===== config.mk =====
export PLATFORM = sky130hd
export DESIGN_NAME = bus_arbiter
export DESIGN_NICKNAME = d
export VERILOG_FILES = /design/src/rtl/bus_arbiter.sv
export SDC_FILE = /design/constraint.sdc
export NUM_CORES = 1
export LEC_CHECK = 0
export BUFFER_PORTS_ARGS = -buffer_cell sky130_fd_sc_hd__clkbuf_2
export CAP_MARGIN = 20
export CORE_MARGIN = 10
export CORE_UTILIZATION = 40
export DETAILED_ROUTE_END_ITERATION = 10
export GPL_TIMING_DRIVEN = 0
export PLACE_DENSITY = 0.68
export SLEW_MARGIN = 5
export SYNTH_ARGS = -nofsm -noshare
export SYNTH_HDL_FRONTEND = slang
export SYNTH_SLANG_ARGS = --single-unit

===== constraint.sdc =====
create_clock -name clk -period 2.4 [get_ports clk]
set_clock_uncertainty 0.1 [all_clocks]
set_input_delay 0.48 -clock clk [delete_from_list [all_inputs] [get_ports clk]]
set_output_delay 0.48 -clock clk [all_outputs]
set_load 0.05 [all_outputs]

===== src/rtl/bus_arbiter.sv =====
// Round-robin arbiter sharing one single-beat slave port among up to four masters.
// Requests are serialised through IDLE -> ISSUE -> RESP; a silent slave is aborted with m_err.
module bus_arbiter #(
  parameter int NUM_MASTERS = 2,
  parameter int ADDR_W      = 4,
  parameter int DATA_W      = 4,
  parameter int TIMEOUT     = 7
) (
  input  logic                          clk,
  input  logic                          rst_n,
  input  logic [NUM_MASTERS-1:0]        m_valid,
  input  logic [NUM_MASTERS*ADDR_W-1:0] m_addr,
  input  logic [NUM_MASTERS*DATA_W-1:0] m_wdata,
  output logic [DATA_W-1:0]             m_rdata,
  output logic [NUM_MASTERS-1:0]        m_ready,
  output logic [NUM_MASTERS-1:0]        m_err,
  output logic                          s_valid,
  output logic [ADDR_W-1:0]             s_addr,
  output logic [DATA_W-1:0]             s_wdata,
  input  logic [DATA_W-1:0]             s_rdata,
  input  logic                          s_ready,
  output logic [NUM_MASTERS-1:0]        grant,
  output logic                          busy
);

  localparam int PTR_W = (NUM_MASTERS > 2) ? 2 : 1;

  typedef enum logic [1:0] {IDLE, ISSUE, RESP} state_t;

  state_t                 state_reg, state_next;
  logic [NUM_MASTERS-1:0] grant_reg, grant_next;
  logic [PTR_W-1:0]       ptr_reg, ptr_next;
  logic [PTR_W-1:0]       gidx_reg, gidx_next;
  logic [ADDR_W-1:0]      addr_reg, addr_next;
  logic [DATA_W-1:0]      wdata_reg, wdata_next;
  logic [DATA_W-1:0]      resp_reg, resp_next;
  logic                   err_reg, err_next;
  logic [3:0]             timer_reg, timer_next;

  logic [ADDR_W-1:0]      addr_arr  [NUM_MASTERS];
  logic [DATA_W-1:0]      wdata_arr [NUM_MASTERS];
  logic                   sel_found;
  logic [PTR_W-1:0]       sel_idx;

  genvar gi;
  generate
    for (gi = 0; gi < NUM_MASTERS; gi++) begin : g_unpack
      assign addr_arr[gi]  = m_addr[gi*ADDR_W +: ADDR_W];
      assign wdata_arr[gi] = m_wdata[gi*DATA_W +: DATA_W];
    end
  endgenerate

  // Search above the last owner first, then wrap to the low indices.
  always_comb begin
    sel_found = 1'b0;
    sel_idx   = '0;
    for (int j = 0; j < NUM_MASTERS; j++) begin
      if (!sel_found && (j > int'(ptr_reg)) && m_valid[j]) begin
        sel_found = 1'b1;
        sel_idx   = PTR_W'(j);
      end
    end
    for (int j = 0; j < NUM_MASTERS; j++) begin
      if (!sel_found && (j <= int'(ptr_reg)) && m_valid[j]) begin
        sel_found = 1'b1;
        sel_idx   = PTR_W'(j);
      end
    end
  end

  always_comb begin
    state_next = state_reg;
    grant_next = grant_reg;
    ptr_next   = ptr_reg;
    gidx_next  = gidx_reg;
    addr_next  = addr_reg;
    wdata_next = wdata_reg;
    resp_next  = resp_reg;
    err_next   = err_reg;
    timer_next = timer_reg;
    case (state_reg)
      IDLE: begin
        if (sel_found) begin
          state_next = ISSUE;
          gidx_next  = sel_idx;
          grant_next = NUM_MASTERS'(1) << sel_idx;
          addr_next  = addr_arr[sel_idx];
          wdata_next = wdata_arr[sel_idx];
          timer_next = 4'd1;
        end
      end
      ISSUE: begin
        // A ready slave takes precedence over an expiring timer.
        if (s_ready) begin
          resp_next  = s_rdata;
          err_next   = 1'b0;
          state_next = RESP;
        end else if (timer_reg == 4'(TIMEOUT)) begin
          resp_next  = '0;
          err_next   = 1'b1;
          state_next = RESP;
        end else begin
          timer_next = timer_reg + 4'd1;
        end
      end
      RESP: begin
        ptr_next   = gidx_reg;
        grant_next = '0;
        state_next = IDLE;
      end
      default: state_next = IDLE;
    endcase
  end

  always_ff @(posedge clk or negedge rst_n) begin
    if (!rst_n) begin
      state_reg <= IDLE;
      grant_reg <= '0;
      ptr_reg   <= PTR_W'(NUM_MASTERS - 1);
      gidx_reg  <= '0;
      addr_reg  <= '0;
      wdata_reg <= '0;
      resp_reg  <= '0;
      err_reg   <= 1'b0;
      timer_reg <= 4'd0;
    end else begin
      state_reg <= state_next;
      grant_reg <= grant_next;
      ptr_reg   <= ptr_next;
      gidx_reg  <= gidx_next;
      addr_reg  <= addr_next;
      wdata_reg <= wdata_next;
      resp_reg  <= resp_next;
      err_reg   <= err_next;
      timer_reg <= timer_next;
    end
  end

  // Every output is decoded from registered state only.
  assign s_valid = (state_reg == ISSUE);
  assign s_addr  = addr_reg;
  assign s_wdata = wdata_reg;
  assign busy    = (state_reg != IDLE);
  assign grant   = grant_reg;
  assign m_ready = (state_reg == RESP) ? grant_reg : '0;
  assign m_err   = ((state_reg == RESP) && err_reg) ? grant_reg : '0;
  assign m_rdata = resp_reg;

endmodule


======== Word level (Yosys, flattened, before mapping) ========
Index checks and enable logic that the tools add are counted.
storage, ports and cells
  register bits ........................... 23
  input port bits ......................... 25
cells by class
  add/subtract/negate cells ............... 1
  magnitude comparators ................... 3
  eq/ne operators ......................... 7
  shifts and indexed selects .............. 1
  multiplexer cells ....................... 27
  bitwise operators ....................... 1
  reduce and logical (&&, ||, !) cells .... 17
operators with widths
  operator                                               count
  two-way mux 4 bit                                      11
  two-way mux 2 bit                                      6
  case mux 2 bit (2 select lines)                        2
  case mux 4 bit (2 select lines)                        1
  AND reduction 2 bit                                    4
  nonzero test 2 bit                                     4
  two-way mux 1 bit                                      7
  inequality test 2 bit, second input constant           3
  logical AND 1 bit                                      5
  adder 4 x 1 -> 4 bit, second input constant            1
  equality test 4 x 3 -> 1 bit, second input constant    1
  AND reduction 4 bit                                    1
  inequality test 3 x 1 -> 1 bit, second input constant  1
  equality test 2 x 1 -> 1 bit, second input constant    1
  equality test 2 bit, second input constant             1
  >= comparator 2 bit, second input constant             1
  logical NOT 1 bit                                      2
  logical NOT 2 bit                                      1
  inverter 1 -> 2 bit                                    1
  << shifter 1 x 1 -> 2 bit, first input constant        1
  > comparator 1 bit, first input constant               1
  <= comparator 1 bit, first input constant              1

======== Logic depth before layout (Yosys ltp) ========
  word-level depth ........................ 14
  mapped depth ............................ 5
  gate-level depth less buffers ........... 4

======== Worst setup path before layout ========
OpenSTA, ideal clock, no wires.
  kind .................................... flip-flop to output port
  start point ............................. register grant_reg[0], in the netlist grant[0]
  end point ............................... output port m_err[0]
  data arrival time ....................... 1171 ps
  data required time ...................... 1820 ps
  setup slack ............................. 649 ps
  stages on the path, launching flop included .. 2
  buffers on the path ..................... 0
  cell sequence ........................... dfrtp_1 > and3_1
on the way
  cells in the longest elaborated chain, start to end .. 1
RTL lines
  what                    RTL line  text
  from (decl)             31        logic [NUM_MASTERS-1:0] grant_reg, grant_next;
  from (signal assigned)  128       grant_reg <= grant_next;
  two-way mux 2 bit       146       assign m_err = ((state_reg == RESP) && err_reg) ? grant_reg : '0;
  to (decl)               16        output logic [NUM_MASTERS-1:0] m_err,
Every way passes these cells.

======== Worst setup path in the final report ========
  start point ............................. register state_reg[1]
  end point ............................... output port m_err[0]
on the way
  cells in the longest elaborated chain, start to end .. 3
RTL lines
  what                    RTL line  text
  from (decl)             30        state_t state_reg, state_next;
  from (signal assigned)  127       state_reg <= state_next;
  equality test 2 bit     146
  logical AND 1 bit       146
  two-way mux 2 bit       146
Every way passes these cells.

==> impl_results.md <==
* Critical path arrival at 1580 ps
* Pins Over Slew Limit at 0
* Outcome: completed
* Met1 WL at 1.09 mm
* Row count at 19
* Setup crit start kind: flip-flop
* Routed wire length at 2.68 mm
* Dominant cells by area after synthesis: dfrtp_1, mux2_4, mux2_2
* Clock-pin slew on the worst setup and hold paths at 130 ps
* HPWL Detailed at 2.13 mm
* Critical path class: reg2out
* Antenna violations before repair at 0
* Clk_lat worst skew at 310 ps
* WL/cell at 16.2 um
* GRT Total Usage at 10.5%
* CTS tree: done
* # nets final at 162
* Root Buffer: clkbuf_4
* Antenna-violating nets left at 0
* Synth unique cells at 28
* Largest net degree at the start of global routing at 24
* Worst path required time at 1820 ps
* Diodes inserted at 0
* Top Layer Used: met4
* RePlAce Congestion at 0.704
* Global route total overflow at 0
* CTS max path bufs at 2
* Residual DRC at 0
* Syn_nets at 113
* Total clock buffers created by CTS at 3
* Clk sink count at 23
* Rel. slew slack at 61.6%
* Internal at 0.00105 W
* Register area share after synthesis at 50.8%
* Clk network pwr share at 8.7%
* Pleak at 0.769 nW
* # setup viols final at 0
* Layout cells sized above 1 at 54.8%
* Chip Height at 73.3 um
* First-pass iteration count of the detailed router at 4
* Die Wd at 73.3 um
* Starting Density at 41.5%
* Iteration-0 DRC count of the detailed router at 49
* Seq pwr share at 32.5%
* Tightest Hold Check Type: in2async
* Post-CTS setup buffers at 0
* DR vias at 854
* Syn Std Cell Area at 1130 um^2
* Cell taking the most area after synthesis: dfrtp_1
* Combinational power share at 58.8%
* Post-CTS Hold Buffers at 0
* I/O Buffers at 44
* Vias in the first global route at 1014
* Routed length on met3 at 240 um
* Area post-placement at 1390 um^2
* Switching share of total power at 49.4%
* Endpoint type of the worst setup path: primary output
* Synth Warn # at 0
* Pwr per Cell Area at 1450 nW/um^2
* Hold Violations, Final at 0
* Seq cells post-synth at 23
* Crit Path Max Fanout at 7
* Boundary Pins at 45
* Final instance area at 1420 um^2
* Sum Neg Setup Slack at 0 ps
* Total power at 0.00206 W
* Placeable Area at 2730 um^2
* Worst slew pin tran at 575 ps
* Avg Cell Area, Syn at 13.0 um^2
* Met2 wire length at 1.34 mm
* Tcrit/Tclk final at 89.8%
* Peak Freq at 464 MHz
* Die footprint at 5370 um^2
* VDD IR-drop max at 0.983 mV
* Sw power at 0.00102 W
* Tmin final at 2160 ps
* Total of max-cap violations at 0
* Post_cts resized at 0
* H-tree depth at 1
* First-pass GRT wire length at 4.54 mm
* Synth top area share at 48.5%
* Post-Synthesis Cells at 87
* Avg Vias per Cell at 5.14
* P&R area growth vs syn at 25.2%
* FILL cells at 249
* RSZ-0062 raised after global routing: false
metrics by stage:
stage	utilization, %	hold slack (ps)	setup slack [ps]	std cells
finish	52.0	40.1	245	166
global route	52.0	65.7	100	166
CTS	52.0	45.3	209	166
detailed placement	51.0	390	576	162
global placement	51.0	386	585	162
floorplan	-	84.4	649	87
metal layers:
| metal | GRT usage (%) | vias up |
|---|---|---|
| met2 | 17.5 | 29 |
| li1 | - | 407 |
| met3 | 4.58 | 2 |
| met4 | 3.16 | 0 |
| met5 | 0 | - |
| met1 | 11.9 | 416 |
cell usage in the layout (no fill, tap or decap), drive strengths merged, types with 3 or more instances in the layout:
| cell | netlist | final |
|---|---|---|
| and2 | 3 | 3 |
| dfrtp | 22 | 22 |
| a21oi | 3 | 3 |
| mux2 | 18 | 18 |
| clkbuf | 0 | 47 |
| o21ai | 6 | 6 |
| or2 | 3 | 3 |
| inv | 4 | 4 |
| buf | 3 | 3 |
| a22o | 4 | 4 |
| nor2 | 3 | 3 |
kinds of logic after synthesis:
logic type               synth area share [%]
flip-flops                               50.8
AND/OR/NAND/NOR                          12.0
multiplexers                             22.9
AO/OA/AOI/OAI                            8.82
buffers and inverters                    4.30
adder cells (fa/ha/maj)                  1.10
worst max-delay path, stage by stage, from the launching register on:
cell and delay (ps):
dfrtp_1 390, nor2b_1 380, and3_1 220, clkbuf_2 280
area by class of cell:
cell class / instances / area [um^2] / share of cell area (%)
flip-flops and latches: 23 / 577 / 40.6
multi-input cells: 57 / 509 / 35.8
repair buffers: 44 / 220 / 15.5
well taps: 31 / 38.8 / 2.73
plain buffers: 3 / 33.8 / 2.38
clock buffers: 3 / 22.5 / 1.58
inverters: 4 / 15.0 / 1.06
clock inverters: 1 / 5.00 / 0.352
path summary, 6_finish.rpt:
kind	from	to	depth (start not counted)	slack, ps
max in group asynchronous	rst_n	ptr_reg	1	1780
hold / removal	rst_n	state_reg[0]	1	40
min in group clk	s_rdata[0]	m_rdata[0]	2	270
setup / recovery	state_reg[1]	m_err[0]	3	240
hold reg to reg	s_wdata[0]	s_wdata[0]	1	420
setup reg to reg	timer_reg[0]	timer_reg[0]	4	730
Yosys cell counts:
| cell | count |
|---|---|
| nor3b_1 | 1 |
| or3_4 | 1 |
| nand4_1 | 1 |
| nor2b_1 | 1 |
| and4_1 | 1 |
| or2_2 | 2 |
| o21ai_0 | 6 |
| nand2_1 | 1 |
| inv_1 | 4 |
| nor2_2 | 1 |
| nor2_1 | 2 |
| mux2_2 | 8 |
| a22o_1 | 4 |
| a21oi_1 | 3 |
| a21bo_1 | 1 |
| buf_6 | 3 |
| dfrtp_1 | 22 |
| ha_1 | 1 |
| and3_1 | 2 |
| mux2i_1 | 2 |
| dfstp_2 | 1 |
| nor3_1 | 1 |
| and2b_1 | 2 |
| o211a_1 | 1 |
| or2_1 | 1 |
| and3b_1 | 1 |
| and2_1 | 3 |
| mux2_4 | 10 |
power by group through the flow:
stage               sequential (W)  clock [W]  combinational [W]
detailed placement        0.000679          0            0.00123
finish                    0.000672   0.000179            0.00121
CTS                       0.000674   0.000185            0.00123
floorplan                  0.00107          0           0.000553
global route              0.000702   0.000201            0.00130
global placement          0.000670          0            0.00121
(Power assumes the default switching activity.)
